**src/rtl/sha1_wb_master_if.sv**
```systemverilog
// Wishbone bus bundle between the SHA1 block-hash initiator and the peripheral.
interface sha1_wb_master_if;
  logic        wbm_cyc_o;
  logic        wbm_stb_o;
  logic        wbm_we_o;
  logic [3:0]  wbm_sel_o;
  logic [31:0] wbm_adr_o;
  logic [31:0] wbm_dat_o;
  logic        wbm_ack_i;
  logic [31:0] wbm_dat_i;

  modport master (
    output wbm_cyc_o, wbm_stb_o, wbm_we_o, wbm_sel_o, wbm_adr_o, wbm_dat_o,
    input  wbm_ack_i, wbm_dat_i
  );

  modport slave (
    input  wbm_cyc_o, wbm_stb_o, wbm_we_o, wbm_sel_o, wbm_adr_o, wbm_dat_o,
    output wbm_ack_i, wbm_dat_i
  );
endinterface

```
**src/rtl/sha1_wb_master.sv**
```systemverilog
// Wishbone initiator running one 512-bit SHA1 block through the peripheral:
// ON command, 16 message writes, DONE polling, 5 digest reads.
module sha1_wb_master #(
  parameter logic [31:0] BASE_ADDRESS = 32'h3000_0024,
  parameter int          ACK_TIMEOUT  = 16,
  parameter int          POLL_LIMIT   = 1024
) (
  input  logic             wb_clk_i,
  input  logic             wb_rst_i,
  input  logic             start,
  input  logic             msg_valid,
  input  logic [31:0]      msg_data,
  output logic             msg_ready,
  output logic             busy,
  output logic             digest_valid,
  output logic [159:0]     digest_data,
  output logic             error,
  sha1_wb_master_if.master wbm
);
  localparam logic [31:0] OPS_ADR = BASE_ADDRESS + 32'h8;
  localparam logic [31:0] MSG_ADR = BASE_ADDRESS + 32'hC;
  localparam logic [31:0] DIG_ADR = BASE_ADDRESS + 32'h10;
  localparam logic [31:0] EBUSY   = 32'hffff_fff0;
  localparam int TW = $clog2(ACK_TIMEOUT + 1);
  localparam int PW = $clog2(POLL_LIMIT + 1);

  typedef enum logic [2:0] {
    S_IDLE, S_CMD, S_MSG, S_MSG_WR, S_POLL, S_DIG, S_FIN, S_ERR
  } state_t;

  // Every bus transfer walks GAP (cyc low) -> STB (one strobe) -> WAIT (cyc held).
  typedef enum logic [1:0] { PH_GAP, PH_STB, PH_WAIT } phase_t;

  state_t          state_q, state_d;
  phase_t          phase_q, phase_d;
  logic [TW-1:0]   timer_q, timer_d;
  logic [3:0]      word_cnt_q, word_cnt_d;
  logic [PW-1:0]   poll_cnt_q, poll_cnt_d;
  logic [2:0]      dig_cnt_q, dig_cnt_d;
  logic [31:0]     msg_q, msg_d;
  logic [159:0]    digest_q, digest_d;
  logic            error_q, error_d;

  logic xfer_state, in_cyc, ack_ok;

  assign xfer_state = (state_q == S_CMD) || (state_q == S_MSG_WR) ||
                      (state_q == S_POLL) || (state_q == S_DIG);
  assign in_cyc     = xfer_state && (phase_q != PH_GAP);
  assign ack_ok     = in_cyc && wbm.wbm_ack_i;

  always_ff @(posedge wb_clk_i or posedge wb_rst_i) begin
    if (wb_rst_i) begin
      state_q    <= S_IDLE;
      phase_q    <= PH_GAP;
      timer_q    <= '0;
      word_cnt_q <= '0;
      poll_cnt_q <= '0;
      dig_cnt_q  <= '0;
      msg_q      <= '0;
      digest_q   <= '0;
      error_q    <= 1'b0;
    end else begin
      state_q    <= state_d;
      phase_q    <= phase_d;
      timer_q    <= timer_d;
      word_cnt_q <= word_cnt_d;
      poll_cnt_q <= poll_cnt_d;
      dig_cnt_q  <= dig_cnt_d;
      msg_q      <= msg_d;
      digest_q   <= digest_d;
      error_q    <= error_d;
    end
  end

  always_comb begin
    state_d    = state_q;
    phase_d    = phase_q;
    timer_d    = timer_q;
    word_cnt_d = word_cnt_q;
    poll_cnt_d = poll_cnt_q;
    dig_cnt_d  = dig_cnt_q;
    msg_d      = msg_q;
    digest_d   = digest_q;
    error_d    = error_q;

    case (state_q)
      S_IDLE: begin
        if (start) begin
          error_d    = 1'b0;
          word_cnt_d = '0;
          poll_cnt_d = '0;
          dig_cnt_d  = '0;
          phase_d    = PH_STB;
          state_d    = S_CMD;
        end
      end
      S_MSG: begin
        if (msg_valid) begin
          msg_d   = msg_data;
          phase_d = PH_STB;
          state_d = S_MSG_WR;
        end
      end
      S_FIN:   state_d = S_IDLE;
      S_ERR:   state_d = S_IDLE;
      default: begin
        case (phase_q)
          PH_GAP: phase_d = PH_STB;
          PH_STB: begin
            phase_d = PH_WAIT;
            timer_d = TW'(1);
          end
          default: begin
            timer_d = timer_q + TW'(1);
            // Last cycle in which an ack is still accepted is stb + ACK_TIMEOUT - 1.
            if (!wbm.wbm_ack_i && timer_q == TW'(ACK_TIMEOUT - 1)) begin
              phase_d = PH_GAP;
              state_d = S_ERR;
            end
          end
        endcase

        if (ack_ok) begin
          phase_d = PH_GAP;
          case (state_q)
            S_CMD: state_d = S_MSG;
            S_MSG_WR: begin
              word_cnt_d = word_cnt_q + 4'd1;
              state_d    = (word_cnt_q == 4'd15) ? S_POLL : S_MSG;
            end
            S_POLL: begin
              if (wbm.wbm_dat_i[3]) begin
                dig_cnt_d = '0;
                state_d   = S_DIG;
              end else begin
                poll_cnt_d = poll_cnt_q + PW'(1);
                if (poll_cnt_q == PW'(POLL_LIMIT - 1))
                  state_d = S_ERR;
              end
            end
            default: begin
              if (wbm.wbm_dat_i == EBUSY) begin
                state_d = S_ERR;
              end else begin
                digest_d[{dig_cnt_q, 5'd0} +: 32] = wbm.wbm_dat_i;
                dig_cnt_d = dig_cnt_q + 3'd1;
                if (dig_cnt_q == 3'd4)
                  state_d = S_FIN;
              end
            end
          endcase
        end
      end
    endcase

    if (state_d == S_ERR)
      error_d = 1'b1;
  end

  always_comb begin
    wbm.wbm_adr_o = '0;
    wbm.wbm_dat_o = '0;
    if (in_cyc) begin
      case (state_q)
        S_CMD: begin
          wbm.wbm_adr_o = OPS_ADR;
          wbm.wbm_dat_o = 32'h1;
        end
        S_MSG_WR: begin
          wbm.wbm_adr_o = MSG_ADR;
          wbm.wbm_dat_o = msg_q;
        end
        S_POLL:  wbm.wbm_adr_o = OPS_ADR;
        default: wbm.wbm_adr_o = DIG_ADR;
      endcase
    end
  end

  assign wbm.wbm_cyc_o = in_cyc;
  assign wbm.wbm_stb_o = xfer_state && (phase_q == PH_STB);
  assign wbm.wbm_we_o  = in_cyc && ((state_q == S_CMD) || (state_q == S_MSG_WR));
  assign wbm.wbm_sel_o = in_cyc ? 4'hF : 4'h0;

  assign msg_ready    = (state_q == S_MSG);
  assign busy         = xfer_state || (state_q == S_MSG);
  assign digest_valid = (state_q == S_FIN);
  assign digest_data  = digest_q;
  assign error        = error_q;
endmodule

```
**src/flat_wrapper.sv**
```systemverilog
// flat-port wrapper written by rule: the top's interface ports become plain ports
module sha1_wb_master_flat 
#(
  parameter logic [31:0] BASE_ADDRESS = 32'h3000_0024,
  parameter int          ACK_TIMEOUT  = 16,
  parameter int          POLL_LIMIT   = 1024
)
  (wb_clk_i, wb_rst_i, start, msg_valid, msg_data, msg_ready, busy, digest_valid, digest_data, error, wbm_wbm_cyc_o, wbm_wbm_stb_o, wbm_wbm_we_o, wbm_wbm_sel_o, wbm_wbm_adr_o, wbm_wbm_dat_o, wbm_wbm_ack_i, wbm_wbm_dat_i);
  sha1_wb_master_if wbm_i ();
  input  logic wb_clk_i;
  input  logic wb_rst_i;
  input  logic start;
  input  logic msg_valid;
  input  logic [31:0] msg_data;
  output logic msg_ready;
  output logic busy;
  output logic digest_valid;
  output logic [159:0] digest_data;
  output logic error;
  output wire logic [$bits(wbm_i.wbm_cyc_o)-1:0] wbm_wbm_cyc_o;
  output wire logic [$bits(wbm_i.wbm_stb_o)-1:0] wbm_wbm_stb_o;
  output wire logic [$bits(wbm_i.wbm_we_o)-1:0] wbm_wbm_we_o;
  output wire logic [$bits(wbm_i.wbm_sel_o)-1:0] wbm_wbm_sel_o;
  output wire logic [$bits(wbm_i.wbm_adr_o)-1:0] wbm_wbm_adr_o;
  output wire logic [$bits(wbm_i.wbm_dat_o)-1:0] wbm_wbm_dat_o;
  input wire logic [$bits(wbm_i.wbm_ack_i)-1:0] wbm_wbm_ack_i;
  input wire logic [$bits(wbm_i.wbm_dat_i)-1:0] wbm_wbm_dat_i;
  assign wbm_wbm_cyc_o = wbm_i.wbm_cyc_o;
  assign wbm_wbm_stb_o = wbm_i.wbm_stb_o;
  assign wbm_wbm_we_o = wbm_i.wbm_we_o;
  assign wbm_wbm_sel_o = wbm_i.wbm_sel_o;
  assign wbm_wbm_adr_o = wbm_i.wbm_adr_o;
  assign wbm_wbm_dat_o = wbm_i.wbm_dat_o;
  assign wbm_i.wbm_ack_i = wbm_wbm_ack_i;
  assign wbm_i.wbm_dat_i = wbm_wbm_dat_i;
  sha1_wb_master #(.BASE_ADDRESS(BASE_ADDRESS), .ACK_TIMEOUT(ACK_TIMEOUT), .POLL_LIMIT(POLL_LIMIT)) u_core (.wb_clk_i(wb_clk_i), .wb_rst_i(wb_rst_i), .start(start), .msg_valid(msg_valid), .msg_data(msg_data), .msg_ready(msg_ready), .busy(busy), .digest_valid(digest_valid), .digest_data(digest_data), .error(error), .wbm(wbm_i));
endmodule
```
**config.mk**
```make
export PLATFORM = sky130hd
export DESIGN_NAME = sha1_wb_master_flat
export DESIGN_NICKNAME = d
export VERILOG_FILES = /design/src/rtl/sha1_wb_master_if.sv /design/src/rtl/sha1_wb_master.sv /design/src/flat_wrapper.sv
export SDC_FILE = /design/constraint.sdc
export NUM_CORES = 1
export LEC_CHECK = 0
export CAP_MARGIN = 5
export CORE_MARGIN = 5
export CORE_UTILIZATION = 40
export CTS_CLUSTER_DIAMETER = 150
export DETAILED_ROUTE_END_ITERATION = 10
export DONT_BUFFER_PORTS = 1
export PLACE_DENSITY = 0.54
export SYNTH_ARGS = -nofsm -noshare
export SYNTH_HDL_FRONTEND = slang
export SYNTH_SLANG_ARGS = --single-unit
```
**constraint.sdc**
```tcl
create_clock -name wb_clk_i -period 8.4 [get_ports wb_clk_i]
set_input_delay 0.42 -clock wb_clk_i [delete_from_list [all_inputs] [get_ports wb_clk_i]]
set_output_delay 0.42 -clock wb_clk_i [all_outputs]
set_load 0.005 [all_outputs]
```
Yosys cells after proc, flatten, opt, wreduce, memory -nomap -nowiden. Index checks and enable logic that the tools add are counted.

Register bits after elaboration: 221. Input bits: 69.

Add/sub/neg operators: 5. Equal/unequal tests: 20. Shift operators: 2. Muxes and demuxes: 43. Bitwise logic cells: 6. Reduce and logical (&&, ||, !) cells: 34.

Operators with widths (number): bitwise mux 160 bit (1); variable shift 32 x 10 -> 160 bit, first input constant (1); variable part select 32 x 10 -> 160 bit (1); 2-to-1 mux 32 bit (2); one-hot mux 32 bit (2 select lines) (1); 2-to-1 mux 11 bit (4); 2-to-1 mux 3 bit (14); equality test 32 bit, second input constant (1); one-hot mux 11 bit (2 select lines) (1); one-hot mux 5 bit (2 select lines) (2); equality test 3 bit, second input constant (6); one-hot mux 3 bit (3 select lines) (2); 2-to-1 mux 4 bit (4); one-hot mux 3 bit (2 select lines) (2); AND reduction 4 bit (3); nonzero test 2 bit (6); adder 11 x 1 -> 11 bit, second input constant (1); equality test 11 x 10 -> 1 bit, second input constant (1); negator 8 -> 10 bit (1); 2-to-1 mux 2 bit (4); one-hot mux 4 bit (2 select lines) (1); OR reduction 2 bit (4); equality test 3 x 2 -> 1 bit, second input constant (2); NOT 1 bit (6); 25 further kinds (39).

Depth between registers and ports, before layout. Gate-level depths: netlist of the first run.

Depth after elaboration: 12. Mapped depth: 10. Gate-level depth less buffers: 8.

Least setup slack after synthesis of the first run. No wires, ideal clock.

Kind: reg2reg. Start point: register u_core.dig_cnt_q[0]. End point: register u_core.digest_q[148] (netlist: u_core.digest_data[148]). Arrival time: 2.152 ns. Data required time: 8.275 ns. Setup slack: 6.124 ns. Cell stages (with the launch flop): 11. Cells stage by stage: dfrtp_1 -> inv_1 -> ha_1 -> ha_1 -> nor2b_1 -> o21ai_0 -> nor3_1 -> and3_1 -> buf_2 -> buf_6 -> mux2_2.

Word-level cells in the longest chain between the ends: 3. Elaborated cells on any way between the ends: 4. Those cells by class: 1 x add/sub; 2 x shift; 1 x mux.

RTL lines: start, declared (line sha1_wb_master.sv:39) `logic [2:0] dig_cnt_q, dig_cnt_d;`; start signal, assigned (line sha1_wb_master.sv:68) `dig_cnt_q <= dig_cnt_d;`; negator 8 -> 10 bit * (line sha1_wb_master.sv:145) `digest_d[{dig_cnt_q, 5'd0} +: 32] = wbm.wbm_dat_i;`; variable part select 32 x 10 -> 160 bit / variable shift 32 x 10 -> 160 bit (equally long branches) (line sha1_wb_master.sv:145); bitwise mux 160 bit * (line sha1_wb_master.sv:145); end signal, assigned (line sha1_wb_master.sv:70) `digest_q <= digest_d;`; end, declared (line sha1_wb_master.sv:41) `logic [159:0] digest_q, digest_d;`.

Every way passes the cells marked *; elsewhere a longest branch is shown, timed or not. A chain may end at the register's enable or synchronous reset.

Worst setup path in the final report of the first run.
Start point: register u_core.state_q[1]. End point: output wbm_wbm_dat_o[20].

Word-level cells in the longest chain between the ends: 6. Elaborated cells on any way between the ends: 10. Those cells by class: 4 x eq/ne; 2 x mux; 4 x reduce/logical.

RTL lines: start, declared (line sha1_wb_master.sv:34) `state_t state_q, state_d;`; start signal, assigned (line sha1_wb_master.sv:63) `state_q <= state_d;`; equality test 3 x 1 -> 1 bit / equality test 3 x 2 -> 1 bit (equally long branches) (line sha1_wb_master.sv:46) `assign xfer_state = (state_q == S_CMD) || (state_q == S_MSG_WR) ||`; logical OR 1 bit (2 in a row) (line sha1_wb_master.sv:46); logical OR 1 bit * (line sha1_wb_master.sv:47) `(state_q == S_POLL) || (state_q == S_DIG);`; logical AND 1 bit * (line sha1_wb_master.sv:48) `assign in_cyc = xfer_state && (phase_q != PH_GAP);`; via wbm_wbm_cyc_o (line flat_wrapper.sv:20) `output wire logic [$bits(wbm_i.wbm_cyc_o)-1:0] wbm_wbm_cyc_o;`; 2-to-1 mux 32 bit * (line sha1_wb_master.sv:163) `if (in_cyc) begin`; end, declared (line flat_wrapper.sv:25) `output wire logic [$bits(wbm_i.wbm_dat_o)-1:0] wbm_wbm_dat_o;`.

Mark *: on every way through the listed nets, which the timed path passes. The rest lies on a longest branch.

==> results of run 1 <==
==> cells in the final DEF (no fill, tap or decap), types with 4 or more instances in the layout <==
master	count
dfrtp_1	221
mux2_2	190
and2_1	36
conb_1	26
clkbuf_16	25
nor2_1	20
o21ai_0	20
nand2_1	19
a21oi_1	13
nand4_1	12
nor3_1	8
or3_1	8
ha_1	8
nor2b_1	7
clkbuf_1	7
inv_1	6
clkbuf_8	6
nand2b_1	5
and3_1	5
xor2_1	4
nand3_1	4
buf_4	4
==> report_power, final <==
| part | switching, mW | total [mW] | internal (mW) |
|---|---|---|---|
| Sequential | 0.265 | 1.63 | 1.36 |
| Clock | 0.404 | 1.06 | 0.659 |
| Combinational | 0.246 | 0.526 | 0.280 |
| Total | 0.914 | 3.22 | 2.30 |
==> cell usage after synthesis (all sizes together) (5+ instances only) <==
| master | count | area [sq um] |
|---|---|---|
| nor2 | 21 | 81.33 |
| nor2b | 7 | 43.79 |
| inv | 8 | 30.03 |
| o21ai | 21 | 105.1 |
| nand4 | 14 | 117.6 |
| and2 | 36 | 225.2 |
| nor3 | 8 | 40.04 |
| and3 | 6 | 37.54 |
| ha | 8 | 100.1 |
| nand3 | 6 | 30.03 |
| or3 | 8 | 50.05 |
| dfrtp | 221 | 5530 |
| nand2b | 5 | 31.28 |
| nand2 | 19 | 71.32 |
| clkbuf | 11 | 41.29 |
| buf | 54 | 371.6 |
| a21oi | 13 | 65.06 |
| mux2 | 193 | 2177 |
==> cell families after synthesis <==
| kind of cell | after synthesis | share of synthesized area [%] |
|---|---|---|
| xor gates and xnor gates | 6 | 0.5507 |
| AOI/OAI and AO/OA | 53 | 3.554 |
| adders and majority gates | 8 | 1.049 |
| other | 1 | 0.03930 |
| buffers and inverters | 73 | 4.642 |
| and+or+nand+nor | 145 | 9.179 |
| muxes | 195 | 23.03 |
| DFF | 221 | 57.96 |
==> through the flow <==
step / total power [mW] / cell area [sq um] / utilization (%) / hold slack, ns
after floorplan: 2.035 / 9635 / - / 0.4671
after global placement: 2.154 / 9671 / 41.20 / 0.4813
after detailed placement: 2.187 / 9671 / 41.20 / 0.4867
after CTS: 3.274 / 10490 / 44.71 / 0.001506
after global routing: 3.409 / 10490 / 44.71 / 0.006794
final: 3.218 / 10490 / 44.71 / 0.02114
==> worst max path at each step <==
stage / slack [ns] / from / end
floorplan: 1.93 / wb_rst_i / u_core.dig_cnt_q[0]
global placement: 5.08 / u_core.dig_cnt_q[0] / u_core.digest_data[77]
detailed placement: 5.00 / u_core.dig_cnt_q[0] / u_core.digest_data[93]
CTS: 4.64 / u_core.state_q[1] / wbm_wbm_dat_o[21]
global route: 4.25 / u_core.state_q[1] / wbm_wbm_dat_o[4]
finish: 4.67 / u_core.state_q[1] / wbm_wbm_dat_o[20]
==> registers in the layout (all words and copies together) (netlist names) <==
register            cells
u_core.dig_cnt_q        3
u_core.digest_data    160
u_core.error            1
u_core.msg_q           32
u_core.phase_q          2
u_core.poll_cnt_q      11
u_core.state_q          3
u_core.timer_q          5
u_core.word_cnt_q       4
==> metal layers <==
| metal | up-vias | part of all wire (%) | GRT usage [%] |
|---|---|---|---|
| met5 | - | 0 | 0 |
| met3 | 48 | 8.8 | 5.665 |
| met2 | 193 | 51 | 28.27 |
| met4 | 0 | 3.2 | 5.482 |
| met1 | 2792 | 37 | 19.75 |
| li1 | 2397 | - | - |
==> layout make-up <==
| type | count | area, sq um |
|---|---|---|
| Fill cell | 2146 | 12980 |
| Sequential cell | 221 | 5530 |
| Multi-Input combinational cell | 433 | 3674 |
| Clock buffer | 38 | 734.5 |
| Tap cell | 319 | 399.1 |
| Clock inverter | 5 | 78.83 |
| Timing Repair Buffer | 5 | 40.04 |
| Inverter | 8 | 37.54 |
==> results_dict.tcl, run 1 <==
set metrics [dict create \
    holdBufCountCts 1 \
    worst_r2r_startpoint "u_core.dig_cnt_q[0]" \
    dr_total_vias 5430 \
    worst-path-stages 6 \
    hp-class "input pin to flop" \
    setup_viol 0 \
    post_cts_buffers 0 \
    arrival_ns 3.31 \
    antennaDiodeCount 0 \
    path_delay_family "simple AND/OR/NAND/NOR gates" \
    synth_ff_type "dfrtp_1" \
    dp_hpwl_um 16380 \
    portBuffers 0 \
    first_pass_iters 5 \
    worst_pin_slew_ns 1.112 \
    slew_violations 0 \
    hold_viol 0 \
    avgSynthCellArea_sq_um 13.59 \
    drt_iter0_drc 309 \
    cts-resized-gates 0 \
    syn2layout_area_growth_pct 9.979 \
    fp.dieH_um 164.4 \
    gp_congestion 0.7933 \
    grt_pass1_wl_um 35310 \
    row_count 56 \
    holdPathStages 1 \
    p_per_area_nw_per_um2 306.6 \
    ios 304 \
    die_area_sq_um 27040 \
    antenna_found_initial 0 \
    end_kind "output port" \
    pre_cts_ws_ns 5.001 \
    ys_seq_area_share_pct 57.96 \
    synthArstFlopShare_pct 100.0 \
    max-slew-margin-rel_pct 25.88 \
    grt_pass1_vias 5817 \
    yosysWarnings 0 \
    placedCellCount 985 \
    period_needed_ns 3.732 \
    rsz0062_at_grt "no" \
    finalCritPeriodShare_pct 44.43 \
    setup_tns_ns 0 \
    hp-start "wbm_wbm_ack_i" \
    tritoncts "yes" \
    clock_latency_ns 0.50 \
    start_kind "flop" \
    path_class "flop to output port" \
    overflow 0 \
    grt_max_degree 134 \
    max-clock-path-buffers 3 \
    vdd_drop_max_uv 175.4 \
    layout_setup_ws_ns 4.668 \
    path_clk_slew_ns 0.06 \
    reg2reg_slack_ns 5.06 \
    wl_um 22980 \
    fmax_ghz 0.2680 \
    crit_top_cell "and2_1" \
    critPathBufInv 1 \
    cap_violations 0 \
    drt-wirelength-per-cell_um 22.33 \
    synth_area_sq_um 9542 \
    synth_cells 702 \
    hold_path_end "u_core.phase_q[1]" \
    outcome "finished, final reports clean" \
    drive_above_1_share_pct 34.79 \
    clockRootBuffer "clkbuf_16" \
    fin_cells 1029 \
    die_x_um 164.4 \
    ant_nets 0 \
    r2r-end "u_core.digest_data[93]" \
    critPathSlowestCell "and3_1" \
    cp.required_ns 7.98 \
    cts-buffers-inserted 25 \
    synth_cell_types 54 \
    cts.htree.levels 1 \
    cp_max_fo 31 \
    initial_core_util_pct 40.65 \
    vias_per_cell 5.277 \
    cts.sinks 221 \
    track_usage_pct 16.59 \
    synth_seq_cells 221 \
    crit_chain "and2_1 -> nor2_1 -> o21ai_0 -> inv_2 -> and3_1 -> and2_1" \
    slowest_delay_ns 0.74 \
    rr_worst_depth 8 \
    num-nets-final 771 \
    synth_edf_count 0 \
    leakage_nw 5.092 \
    finalClockSkew_ns 0.006091 \
    core_sq_um 23470 \
    drc 0 \
]
Note: power is estimated with default switching activity, not from simulation.
==> inputs of run 2 (changes only) <==
Settings changed: PLACE_DENSITY 0.54 to 0.56.
Clock period 8.4 ns to 3.34 ns, I/O delays scaled along.
==> run 2 against run 1 <==
Effect of this change:
- largest cell class unchanged
- global-route usage increased by 1.5 points
- sequential power rose to 2.5 times the previous value
- non-clock buffer count up 76
- critical path type unchanged
- routed wire length grew 8.8%
==> results_dict.tcl, run 2 (synthesis results as in run 1) <==
set metrics [dict create \
    startpoint "u_core.state_q[2]" \
    drc 0 \
    path_clk_slew_ns 0.06 \
    finalClockSkew_ns 0.01213 \
    setup_viol 0 \
    holdPathStages 2 \
    final_core_util_pct 47.78 \
    portBuffers 0 \
    layout_commonest_cell "dfrtp_1" \
    period_needed_ns 3.037 \
    row_count 56 \
    ant_nets 0 \
    hold_viol 0 \
    end_kind "output port" \
    leakage_nw 5.390 \
    core_sq_um 23470 \
    vdd_drop_max_uv 372.6 \
    setup_tns_ns 0 \
    num-fill-cells 2093 \
    reg2reg_slack_ns 0.51 \
    hp-class "input pin to flop" \
    arrival_ns 2.87 \
    worst_pin_slew_ns 0.8628 \
    post_cts_buffers 0 \
    endpoint "wbm_wbm_dat_o[21]" \
    fp.dieH_um 164.4 \
    dp_hpwl_um 17120 \
    gp_congestion 0.8033 \
    p_per_area_nw_per_um2 724.9 \
    slew_violations 0 \
    cts.sinks 221 \
    initial_core_util_pct 40.65 \
    max-slew-margin-rel_pct 42.36 \
    outcome "finished, final reports clean" \
    r2r-end "u_core.digest_data[159]" \
    cts-buffers-inserted 25 \
    finalCritPeriodShare_pct 90.93 \
    grt_pass1_wl_um 38070 \
    drt-wirelength-per-cell_um 22.62 \
    fmax_ghz 0.3293 \
    path_class "flop to output port" \
    first_pass_iters 4 \
    cp.required_ns 3.17 \
    rr_worst_depth 9 \
    cp_max_fo 31 \
    largest_reg_flops 160 \
    grt_pass1_vias 6279 \
    final_cell_mix "dfrtp_1 (221), mux2_2 (190), dlygate4sd3_1 (66), and2_1 (36), conb_1 (26)" \
    die_area_sq_um 27040 \
    tritoncts "yes" \
    die_x_um 164.4 \
    worst_r2r_startpoint "u_core.dig_cnt_q[0]" \
    vias_per_cell 5.252 \
    wl_um 25000 \
    clockRootBuffer "clkbuf_16" \
    start_kind "flop" \
    place_area_sq_um 9799 \
    clock_latency_ns 0.53 \
    ios 304 \
    dr_total_vias 5803 \
    grt_max_degree 92 \
    track_usage_pct 18.12 \
    syn2layout_area_growth_pct 17.53 \
    num-nets-final 847 \
    antenna_found_initial 0 \
    drt_iter0_drc 297 \
    max-clock-path-buffers 3 \
    design_area_sq_um 11210 \
    overflow 0 \
    drive_above_1_share_pct 31.97 \
    cap_violations 0 \
    cts.htree.levels 1 \
    rsz0062_at_grt "no" \
]
-- run 2: final cells by class --
| cell class | count | area [sq um] | share of cell area (%) |
|---|---|---|---|
| Timing Repair Buffer | 81 | 823.3 | 7.341 |
| Antenna cell | 1 | 2.502 | 0.02231 |
| Multi-Input combinational cell | 433 | 3674 | 32.76 |
| Clock buffer | 40 | 701.9 | 6.259 |
| Sequential cell | 221 | 5530 | 49.31 |
| Clock inverter | 2 | 50.05 | 0.4463 |
| Tap cell | 319 | 399.1 | 3.559 |
| Inverter | 8 | 33.78 | 0.3012 |
-- run 2: report_power, final --
group	leakage (nW)	switching (mW)	internal (mW)
logic	2.03	0.709	0.777
registers	3.00	0.657	3.43
clock network	0.362	1.04	1.51
-- run 2: metal layers --
layer  up-vias  GRT usage, %  wire [um]
li1       2564             -          -
met1      2984         21.44       9346
met2       204         31.40      12780
met3        51         5.765       2037
met4         0         5.974        833
met5         -             0          0
-- run 2: how the worst min path moves through the flow --
stage | start | slack [ns] | to
final | wbm_wbm_ack_i | 0.04 | u_core.state_q[2]
after global routing | start | 0.02 | u_core.error
after CTS | wbm_wbm_ack_i | 0.007 | u_core.state_q[2]
after detailed placement | wb_rst_i | 0.25 | u_core.digest_data[62]
after global placement | wb_rst_i | 0.24 | u_core.digest_data[124]
after floorplan | wbm_wbm_ack_i | 0.28 | u_core.phase_q[1]
-- run 2: repair_timing --
action,4_1_cts,5_1_grt
endpoints found under the hold margin,227,0
hold buffers,66,0
gates resized for setup,0,0
-- run 2: per-stage QoR --
step | cells | hold slack (ns) | setup WS (ns) | power [mW]
2_1_floorplan | 727 | 0.2752 | 0.2909 | 5.120
5_1_grt | 1104 | 0.02054 | 0.02277 | 8.599
4_1_cts | 1104 | 0.006854 | 0.2830 | 8.252
6_report | 1105 | 0.03604 | 0.3029 | 8.129
3_3_place_gp | 996 | 0.2426 | 0.6910 | 5.457
3_5_place_dp | 996 | 0.2529 | 0.5296 | 5.557
-- run 2: critical path, cell delays in order (launching register included) --
cell	delay, ns
dfrtp_1	0.64
and2_1	0.33
nor2_1	0.11
o21ai_0	0.28
inv_2	0.30
and3_1	0.25
buf_4	0.21
and2_1	0.22
